==> src/rtl/result_drain.sv <==
// result_drain: reads a block of result words from BRAM1 and streams each
// word out over a valid/ready interface. It also accumulates the sum of both
// packed products of every word the sink accepts.
module result_drain #(
    parameter int unsigned CNT           = 31,
    parameter int unsigned DWIDTH        = 32,
    parameter int unsigned AWIDTH        = 12,
    parameter int unsigned IN_DATA_WIDTH = 8,
    parameter int unsigned ACC_WIDTH     = 48,
    parameter int unsigned FIFO_DEPTH    = 4
) (
    input  logic                 clk,
    input  logic                 reset_n,
    input  logic                 i_run,
    input  logic [CNT-1:0]       i_num_cnt,
    output logic                 o_idle,
    output logic                 o_running,
    output logic                 o_done,
    output logic [AWIDTH-1:0]    addr_b1,
    output logic                 ce_b1,
    output logic                 we_b1,
    output logic [DWIDTH-1:0]    d0_b1,
    input  logic [DWIDTH-1:0]    q0_b1,
    output logic                 m_valid,
    input  logic                 m_ready,
    output logic [DWIDTH-1:0]    m_data,
    output logic                 m_last,
    output logic [ACC_WIDTH-1:0] o_sum,
    output logic                 o_sum_valid
);

    localparam int unsigned PW    = $clog2(FIFO_DEPTH);
    localparam int unsigned CW    = PW + 1;
    localparam int unsigned PROD_W = 2 * IN_DATA_WIDTH;

    localparam logic [1:0] S_IDLE = 2'd0;
    localparam logic [1:0] S_RUN  = 2'd1;
    localparam logic [1:0] S_DONE = 2'd2;

    logic [1:0]           state_q, state_d;
    logic [CNT-1:0]       num_cnt_q, num_cnt_d;
    logic [CNT-1:0]       rd_cnt_q, rd_cnt_d;
    logic [CNT-1:0]       out_cnt_q, out_cnt_d;
    logic                 inflight_q, inflight_d;
    logic [PW-1:0]        wr_ptr_q, wr_ptr_d;
    logic [PW-1:0]        rd_ptr_q, rd_ptr_d;
    logic [CW-1:0]        fifo_cnt_q, fifo_cnt_d;
    logic [ACC_WIDTH-1:0] acc_q, acc_d;
    logic                 sum_valid_q, sum_valid_d;
    logic [DWIDTH-1:0]    mem_q [FIFO_DEPTH];
    logic [DWIDTH-1:0]    mem_d [FIFO_DEPTH];

    logic              rd_en;
    logic              push;
    logic              pop;
    logic              valid_int;
    logic              last_int;
    logic [DWIDTH-1:0] head;

    // Read-issue credit and stream handshake decode
    always_comb begin
        // Credit uses only registered occupancy, so a pop in this cycle frees nothing yet.
        rd_en     = (state_q == S_RUN) && (rd_cnt_q < num_cnt_q) &&
                    ((fifo_cnt_q + CW'(inflight_q)) < CW'(FIFO_DEPTH));
        push      = inflight_q;
        valid_int = (fifo_cnt_q != '0);
        head      = mem_q[rd_ptr_q];
        pop       = valid_int && m_ready;
        last_int  = valid_int && (out_cnt_q == (num_cnt_q - CNT'(1)));
    end

    // Next-state logic for FSM, counters, FIFO and accumulator
    always_comb begin
        state_d     = state_q;
        num_cnt_d   = num_cnt_q;
        rd_cnt_d    = rd_cnt_q;
        out_cnt_d   = out_cnt_q;
        inflight_d  = rd_en;
        wr_ptr_d    = wr_ptr_q;
        rd_ptr_d    = rd_ptr_q;
        fifo_cnt_d  = fifo_cnt_q;
        acc_d       = acc_q;
        sum_valid_d = sum_valid_q;
        mem_d       = mem_q;

        if (rd_en) begin
            rd_cnt_d = rd_cnt_q + CNT'(1);
        end

        // BRAM data arrives one cycle after the chip enable
        if (push) begin
            mem_d[wr_ptr_q] = q0_b1;
            wr_ptr_d        = wr_ptr_q + PW'(1);
        end

        if (pop) begin
            rd_ptr_d  = rd_ptr_q + PW'(1);
            out_cnt_d = out_cnt_q + CNT'(1);
            acc_d     = acc_q + ACC_WIDTH'(head[PROD_W-1:0])
                              + ACC_WIDTH'(head[2*PROD_W-1:PROD_W]);
        end

        unique case ({push, pop})
            2'b10:   fifo_cnt_d = fifo_cnt_q + CW'(1);
            2'b01:   fifo_cnt_d = fifo_cnt_q - CW'(1);
            default: fifo_cnt_d = fifo_cnt_q;
        endcase

        unique case (state_q)
            S_IDLE: begin
                if (i_run) begin
                    num_cnt_d   = i_num_cnt;
                    rd_cnt_d    = '0;
                    out_cnt_d   = '0;
                    inflight_d  = 1'b0;
                    wr_ptr_d    = '0;
                    rd_ptr_d    = '0;
                    fifo_cnt_d  = '0;
                    acc_d       = '0;
                    // An empty run completes immediately with a valid zero sum
                    sum_valid_d = (i_num_cnt == '0);
                    state_d     = (i_num_cnt == '0) ? S_DONE : S_RUN;
                end
            end
            S_RUN: begin
                if (pop && last_int) begin
                    state_d     = S_DONE;
                    sum_valid_d = 1'b1;
                end
            end
            S_DONE: begin
                state_d = S_IDLE;
            end
            default: begin
                state_d = S_IDLE;
            end
        endcase
    end

    // State registers with asynchronous active-low reset
    always_ff @(posedge clk or negedge reset_n) begin
        if (!reset_n) begin
            state_q     <= S_IDLE;
            num_cnt_q   <= '0;
            rd_cnt_q    <= '0;
            out_cnt_q   <= '0;
            inflight_q  <= 1'b0;
            wr_ptr_q    <= '0;
            rd_ptr_q    <= '0;
            fifo_cnt_q  <= '0;
            acc_q       <= '0;
            sum_valid_q <= 1'b0;
            for (int i = 0; i < int'(FIFO_DEPTH); i++) begin
                mem_q[i] <= '0;
            end
        end else begin
            state_q     <= state_d;
            num_cnt_q   <= num_cnt_d;
            rd_cnt_q    <= rd_cnt_d;
            out_cnt_q   <= out_cnt_d;
            inflight_q  <= inflight_d;
            wr_ptr_q    <= wr_ptr_d;
            rd_ptr_q    <= rd_ptr_d;
            fifo_cnt_q  <= fifo_cnt_d;
            acc_q       <= acc_d;
            sum_valid_q <= sum_valid_d;
            mem_q       <= mem_d;
        end
    end

    // Output drive
    always_comb begin
        o_idle      = (state_q == S_IDLE);
        o_running   = (state_q == S_RUN);
        o_done      = (state_q == S_DONE);
        addr_b1     = rd_cnt_q[AWIDTH-1:0];
        ce_b1       = rd_en;
        we_b1       = 1'b0;
        d0_b1       = '0;
        m_valid     = valid_int;
        m_data      = head;
        m_last      = last_int;
        o_sum       = acc_q;
        o_sum_valid = sum_valid_q;
    end

endmodule

==> config.mk <==
export PLATFORM = sky130hd
export DESIGN_NAME = result_drain
export DESIGN_NICKNAME = d
export VERILOG_FILES = /design/src/rtl/result_drain.sv
export SDC_FILE = /design/constraint.sdc
export NUM_CORES = 1
export LEC_CHECK = 0
export ABC_AREA = 1
export BUFFER_PORTS_ARGS = -buffer_cell sky130_fd_sc_hd__buf_2
export CAP_MARGIN = 20
export CORE_ASPECT_RATIO = 0.6
export CORE_MARGIN = 4
export CORE_UTILIZATION = 25
export CTS_CLUSTER_SIZE = 28
export DETAILED_ROUTE_END_ITERATION = 16
export PLACE_DENSITY = 0.43
export SYNTH_ARGS = -nofsm -noshare
export SYNTH_HDL_FRONTEND = slang
export SYNTH_SLANG_ARGS = --single-unit
==> constraint.sdc <==
create_clock -name clk -period 7.78 [get_ports clk]
set_input_delay 1.167 -clock clk [delete_from_list [all_inputs] [get_ports clk]]
set_output_delay 1.167 -clock clk [all_outputs]
set_load 0.01 [all_outputs]
==> results of run 1 <==
## power breakdown
| part | internal (mW) | switching, mW | total (mW) | leakage [nW] |
|---|---|---|---|---|
| clock network | 0.980 | 0.710 | 1.69 | 0.574 |
| registers | 2.02 | 0.488 | 2.51 | 3.52 |
| logic | 2.02 | 3.86 | 5.89 | 5.30 |
| total | 5.03 | 5.06 | 10.1 | 9.39 |
## state kept, by name (all words and copies together) (netlist names)
| signal | flops |
|---|---|
| wr_ptr_q | 2 |
| fifo_cnt_q | 3 |
| inflight_q | 1 |
| out_cnt_q | 31 |
| mem_q | 128 |
| o_sum | 48 |
| state_q | 2 |
| rd_cnt_q | 31 |
| num_cnt_q | 31 |
| o_sum_valid | 1 |
| rd_ptr_q | 2 |
## how the worst max path moves through the flow
| stage | start | to | slack (ns) | cells past startpoint |
|---|---|---|---|---|
| after global placement | rd_ptr_q[0] | o_sum[29] | 3.28 | 17 |
| final | num_cnt_q[0] | m_last | 3.08 | 13 |
| after floorplan | rd_ptr_q[0] | o_sum[29] | 3.89 | 21 |
| after detailed placement | rd_ptr_q[0] | o_sum[35] | 3.18 | 17 |
| after CTS | num_cnt_q[0] | m_last | 3.06 | 13 |
| after global routing | num_cnt_q[0] | m_last | 2.73 | 13 |
## layout make-up
cell class	count	area, um2	area share (%)
multi-input combinational	1715	8860	44.0
sequential	280	7010	34.8
tap	912	1140	5.67
clock buffer	52	1010	5.02
timing repair buffer	183	983	4.89
inverter	256	962	4.78
clock inverter	12	151	0.753
antenna	1	2.50	0.0124
## cell usage after synthesis (3+ instances only)
master,n,share of area [%]
buf_2,7,0.20
clkbuf_1,65,1.4
or2_2,6,0.22
o21ai_1,4,0.12
xnor2_1,14,0.71
nor2_4,9,0.58
nor4_1,28,1.0
nand4_1,34,1.2
o211ai_1,10,0.43
nand3_1,96,2.8
inv_1,249,5.4
o21a_1,6,0.26
inv_2,6,0.13
nor2_1,311,6.7
a21oi_1,87,2.5
buf_6,3,0.19
fa_1,18,2.1
nand2_1,516,11
nand2_2,8,0.29
dfrtp_1,280,40
xor2_1,47,2.4
buf_4,46,2.0
nand3b_1,8,0.35
buf_1,3,0.065
nor3_1,49,1.4
nor2_2,14,0.50
and2_1,3,0.11
nor3_2,6,0.35
a31oi_1,4,0.14
ha_1,54,3.9
a211oi_1,3,0.13
o22ai_1,34,1.2
o21ai_0,291,8.4
## per-stage QoR
stage	std cells	util (%)	hold slack, ns	cell area (um2)
2_1_floorplan	2375	-	0.433	17500
3_3_place_gp	3345	27.7	0.456	18900
3_5_place_dp	3345	27.7	0.463	18900
4_1_cts	3409	29.4	0.471	20100
5_1_grt	3410	29.4	0.486	20100
6_report	3411	29.4	0.466	20100
## metal layers
layer | up-vias | GRT usage, %
met5 | - | 0
met4 | 0 | 3.24
met3 | 63 | 4.76
met2 | 524 | 20.8
met1 | 7601 | 27.4
li1 | 7830 | -
## worst reg2reg max path: stages (launching register included)
cell and delay (ns):
dfrtp_1 0.37, inv_1 0.33, buf_4 0.39, o21ai_0 0.15, o22ai_1 0.66, fa_1 0.55
ha_1 0.38, nand2_1 0.13, nor3_1 0.27, nand4_1 0.14, o2111ai_1 0.14, buf_4 0.21
and2_1 0.22, nand3_1 0.12, o21ai_0 0.19, a21oi_1 0.06
## cells by family (layout without fill, tap and decap cells)
family          Yosys count  count (layout)  synth area share, %
flops                   280             280                 40.4
buf+inv                 380             503                 9.39
compound gates          450             450                 13.7
other cells               1              34               0.0216
fa+ha+maj                72              72                 5.97
simple gates           1099            1099                 27.4
xor+xnor                 61              61                 3.08
==> impl_metrics.env, run 1 <==
export IMPL_drc=0
export IMPL_post_cts_resized=0
export IMPL_cp_max_fo=8
export IMPL_setup_tns_ns=0
export IMPL_final_common_cell="nand2_1"
export IMPL_ys_ff_latch=280
export IMPL_wl_mm=62.7
export IMPL_finalClockSkew_ns=0.0251
export IMPL_post_route_period_util_pct=60.5
export IMPL_pre_cts_ws_ns=3.18
export IMPL_critPathBufInv=3
export IMPL_layout_min_cycle_time_ns=4.70
export IMPL_place_gp_congestion=0.893
export IMPL_num_io_pins=199
export IMPL_hold_viol=0
export IMPL_max_slew_margin_rel_pct=34.1
export IMPL_fillers=7329
export IMPL_synth_cell_area_mm2=0.0174
export IMPL_ys_types=53
export IMPL_wire_per_inst_um=18.4
export IMPL_crit_chain="inv_1 -> ha_1 -> nand2_2 -> inv_1 -> nand2_1 -> o21ai_1 -> nand2_1 -> nand2_1 -> nand2_1 -> nor2_1 -> nand2_1 -> nor4_1 -> buf_2"
export IMPL_ys_seq_area_share_pct=40.4
export IMPL_critPathArrivalTime_ns=3.54
export IMPL_grt_usage_pct=16.7
export IMPL_maxCapViolations=0
export IMPL_setup_slack_ns=3.08
export IMPL_crit_type="flip-flop to primary output"
export IMPL_synth_edf_count=0
export IMPL_htree_levels=2
export IMPL_peakVddDrop_uv=372
export IMPL_cp_slowest_stage_delay_ns=0.46
export IMPL_area_growth_syn_to_layout_pct=15.9
export IMPL_hold_end="fifo_cnt_q[2]"
export IMPL_drv_slew=0
export IMPL_drive_gt1_share_pct=12.2
export IMPL_hold_start="fifo_cnt_q[2]"
export IMPL_coreArea_mm2=0.0684
export IMPL_worst_pin_slew_ns=0.979
export IMPL_grt_max_degree=109
export IMPL_synth_async_reset_ratio_pct=100
export IMPL_wl_met3_mm=5.49
export IMPL_max_freq_mhz=213
export IMPL_r2r_slack_ns=3.37
export IMPL_reg2reg_to="o_sum[28]"
export IMPL_port_buffers=165
export IMPL_cts_root_buf="clkbuf_16"
export IMPL_cts_sinks=280
export IMPL_status="finished, final reports clean"
export IMPL_routed_top_layer="met4"
export IMPL_crit_path_end_kind="primary output"
export IMPL_cts_tree="built"
export IMPL_rr_worst_depth=15
export IMPL_holdCritPathClass="flip-flop to flip-flop"
export IMPL_syn_inst=2343
export IMPL_yosys_warnings=0
export IMPL_fp_row_count=74
export IMPL_startpoint_type="flip-flop"
export IMPL_setup_viol=0
export IMPL_clk_latency_ns=0.56
export IMPL_fp_dieH_um=212
export IMPL_worstReg2RegStart="rd_ptr_q[1]"
export IMPL_initialDrtViolationCount=1435
export IMPL_initial_core_util_pct=25.4
export IMPL_antenna_found_initial=0
export IMPL_nNetsFinal=2610
export IMPL_synth_flop_cell="dfrtp_1"
export IMPL_grt_pass1_wl_mm=95.0
export IMPL_clock_path_buffers=3
export IMPL_cts_buffers=35
export IMPL_hold_depth=1
export IMPL_powerDensity_mw_per_mm2=502
export IMPL_cts_setup_buffers=0
export IMPL_dieArea_mm2=0.0738
export IMPL_vias_per_cell=4.70
export IMPL_avgSynthCellArea_um2=7.41
export IMPL_final_antenna_net_count=0
export IMPL_wl_met2_mm=22.6
export IMPL_p_total_mw=10.1
export IMPL_crit_slowest_cell="nor4_1"
export IMPL_firstDrtPassIters=5
export IMPL_critical_path_top_delay_family="simple AND/OR/NAND/NOR gates"
export IMPL_required_ns=6.61
export IMPL_p_leak_nw=9.39
export IMPL_hold_buffers=0
export IMPL_wl_met1_mm=33.7
export IMPL_crit_top_cell="nand2_1"
export IMPL_die_x_um=348
export IMPL_path_clk_slew_ns=0.06
export IMPL_layout_common_cells="nand2_1 (512), nor2_1 (310), o21ai_0 (291), dfrtp_1 (279), inv_1 (247)"
export IMPL_grt_overflow=0
export IMPL_grt_pass1_vias=15000
export IMPL_hpwlAfterDp_mm=46.6
export IMPL_rsz0062_at_grt="false"
export IMPL_num_vias=16000
No activity file was read; power rests on OpenSTA's default activity.
==> inputs of run 2 (changes only) <==
==> constraint.sdc (replaced) <==
create_clock -name clk -period 4.4 [get_ports clk]
set_input_delay 0.66 -clock clk [delete_from_list [all_inputs] [get_ports clk]]
set_output_delay 0.66 -clock clk [all_outputs]
set_load 0.01 [all_outputs]
==> run 2 against run 1 <==
Net effect: utilization is 0.26 points higher; sequential share of layout area fell by 0.30 points; critical endpoint unchanged; total power increased by 82%; global-route usage increased by 0.31 points; clock power grew 73%; sequential cell count unchanged; wire length is 1.2% higher; hold slack worse by 0.33 ns; cell area up 0.88%; count of clock-buffer cells in the layout grew 1; clock skew up 0.0013 ns.
==> impl_metrics.env, run 2 (synthesized netlist as in run 1, its figures left out) <==
export IMPL_setup_viol=0
export IMPL_crit_slowest_cell="dfrtp_1"
export IMPL_cp_slowest_stage_delay_ns=0.41
export IMPL_setup_tns_ns=0
export IMPL_clk_latency_ns=0.56
export IMPL_layout_min_cycle_time_ns=4.13
export IMPL_crit_type="flip-flop to primary output"
export IMPL_powerDensity_mw_per_mm2=903
export IMPL_hpwlAfterDp_mm=47.5
export IMPL_crit_top_cell="nand3_1"
export IMPL_initial_core_util_pct=25.4
export IMPL_htree_levels=2
export IMPL_whs_ns=0.133
export IMPL_startpoint_type="flip-flop"
export IMPL_firstDrtPassIters=5
export IMPL_drv_slew=0
export IMPL_cts_tree="built"
export IMPL_grt_usage_pct=17.0
export IMPL_vias_per_cell=4.71
export IMPL_coreArea_mm2=0.0684
export IMPL_fp_dieH_um=212
export IMPL_place_gp_congestion=0.898
export IMPL_grt_pass1_vias=15200
export IMPL_critPathArrivalTime_ns=3.47
export IMPL_wire_per_inst_um=18.5
export IMPL_holdCritPathClass="input port to async pin"
export IMPL_max_freq_mhz=242
export IMPL_crit_chain="inv_1 -> ha_1 -> nand2_2 -> inv_1 -> nand2_1 -> nor2_1 -> nand3_1 -> nand3_1 -> nand2_1 -> nor2_1 -> nand3_1 -> nor4_1 -> buf_2"
export IMPL_drive_gt1_share_pct=12.8
export IMPL_drc=0
export IMPL_post_cts_resized=0
export IMPL_die_x_um=348
export IMPL_hold_viol=0
export IMPL_nNetsFinal=2629
export IMPL_num_io_pins=199
export IMPL_cts_root_buf="clkbuf_16"
export IMPL_layout_common_cells="nand2_1 (512), nor2_1 (310), o21ai_0 (291), dfrtp_1 (279), inv_1 (247)"
export IMPL_hold_buffers=0
export IMPL_top_register="mem_q"
export IMPL_grt_max_degree=97
export IMPL_p_leak_nw=9.50
export IMPL_rsz0062_at_grt="false"
export IMPL_worst_pin_slew_ns=0.924
export IMPL_finalClockSkew_ns=0.0264
export IMPL_status="finished, final reports clean"
export IMPL_cts_buffers=35
export IMPL_maxCapViolations=0
export IMPL_area_growth_syn_to_layout_pct=16.9
export IMPL_antenna_found_initial=1
export IMPL_stdcell_area_mm2=0.0203
export IMPL_num_vias=16100
export IMPL_port_buffers=165
export IMPL_final_common_cell="nand2_1"
export IMPL_grt_pass1_wl_mm=96.4
export IMPL_wl_mm=63.5
export IMPL_max_slew_margin_rel_pct=37.8
export IMPL_final_antenna_net_count=0
export IMPL_crit_path_end_kind="primary output"
export IMPL_post_dp_cell_area_mm2=0.0191
export IMPL_cts_setup_buffers=0
export IMPL_path_clk_slew_ns=0.05
export IMPL_clock_path_buffers=3
export IMPL_required_ns=3.74
export IMPL_cp_max_fo=5
export IMPL_antenna_cells=0
export IMPL_fp_row_count=74
export IMPL_post_route_period_util_pct=93.8
export IMPL_peakVddDrop_uv=573
export IMPL_critPathBufInv=3
export IMPL_critical_path_top_delay_family="simple AND/OR/NAND/NOR gates"
export IMPL_largest_register_ffs=128
export IMPL_dieArea_mm2=0.0738
export IMPL_initialDrtViolationCount=1502
export IMPL_p_total_mw=18.3
export IMPL_cts_sinks=280
export IMPL_grt_overflow=0
==> run 2: cell type report <==
cell class / count / area [um2]
Multi-Input combinational cell: 1715 / 8860
Timing Repair Buffer: 202 / 1190
Sequential cell: 280 / 7010
Clock buffer: 53 / 1050
Inverter: 256 / 962
Tap cell: 912 / 1140
Fill cell: 7414 / 48100
Clock inverter: 8 / 80.1
==> run 2: final timing paths <==
check,cells past startpoint,from,to,slack (ns)
worst max-delay path,13,num_cnt_q[0],m_last,0.27
worst min-delay path,1,reset_n,state_q[1],0.13
worst max register to register,19,rd_ptr_q[0],o_sum[29],0.43
worst min register to register,1,fifo_cnt_q[2],fifo_cnt_q[2],0.46
max in group asynchronous,2,reset_n,o_sum[2],3.28
min in group clk,2,i_run,rd_cnt_q[30],0.35
==> run 2: routing by layer <==
| metal | routed length (um) | up-vias | global-route usage, % |
|---|---|---|---|
| li1 | - | 7879 | - |
| met5 | 0 | - | 0 |
| met1 | 35300 | 7715 | 28.5 |
| met3 | 4800 | 63 | 4.10 |
| met4 | 966 | 0 | 3.58 |
| met2 | 22500 | 476 | 20.9 |
==> run 2: per-stage QoR <==
stage | cells | utilization, % | setup WS [ns]
final | 3426 | 29.7 | 0.274
after global routing | 3426 | 29.7 | 0.00298
after CTS | 3425 | 29.6 | 0.256
after detailed placement | 3364 | 28.0 | 0.468
after global placement | 3364 | 28.0 | 0.465
after floorplan | 2375 | - | 0.510
==> run 2: power by group <==
group / leakage (nW) / internal, mW / switching, mW
combinational: 5.41 / 3.87 / 7.07
sequential: 3.52 / 3.58 / 0.874
clock: 0.563 / 1.71 / 1.22
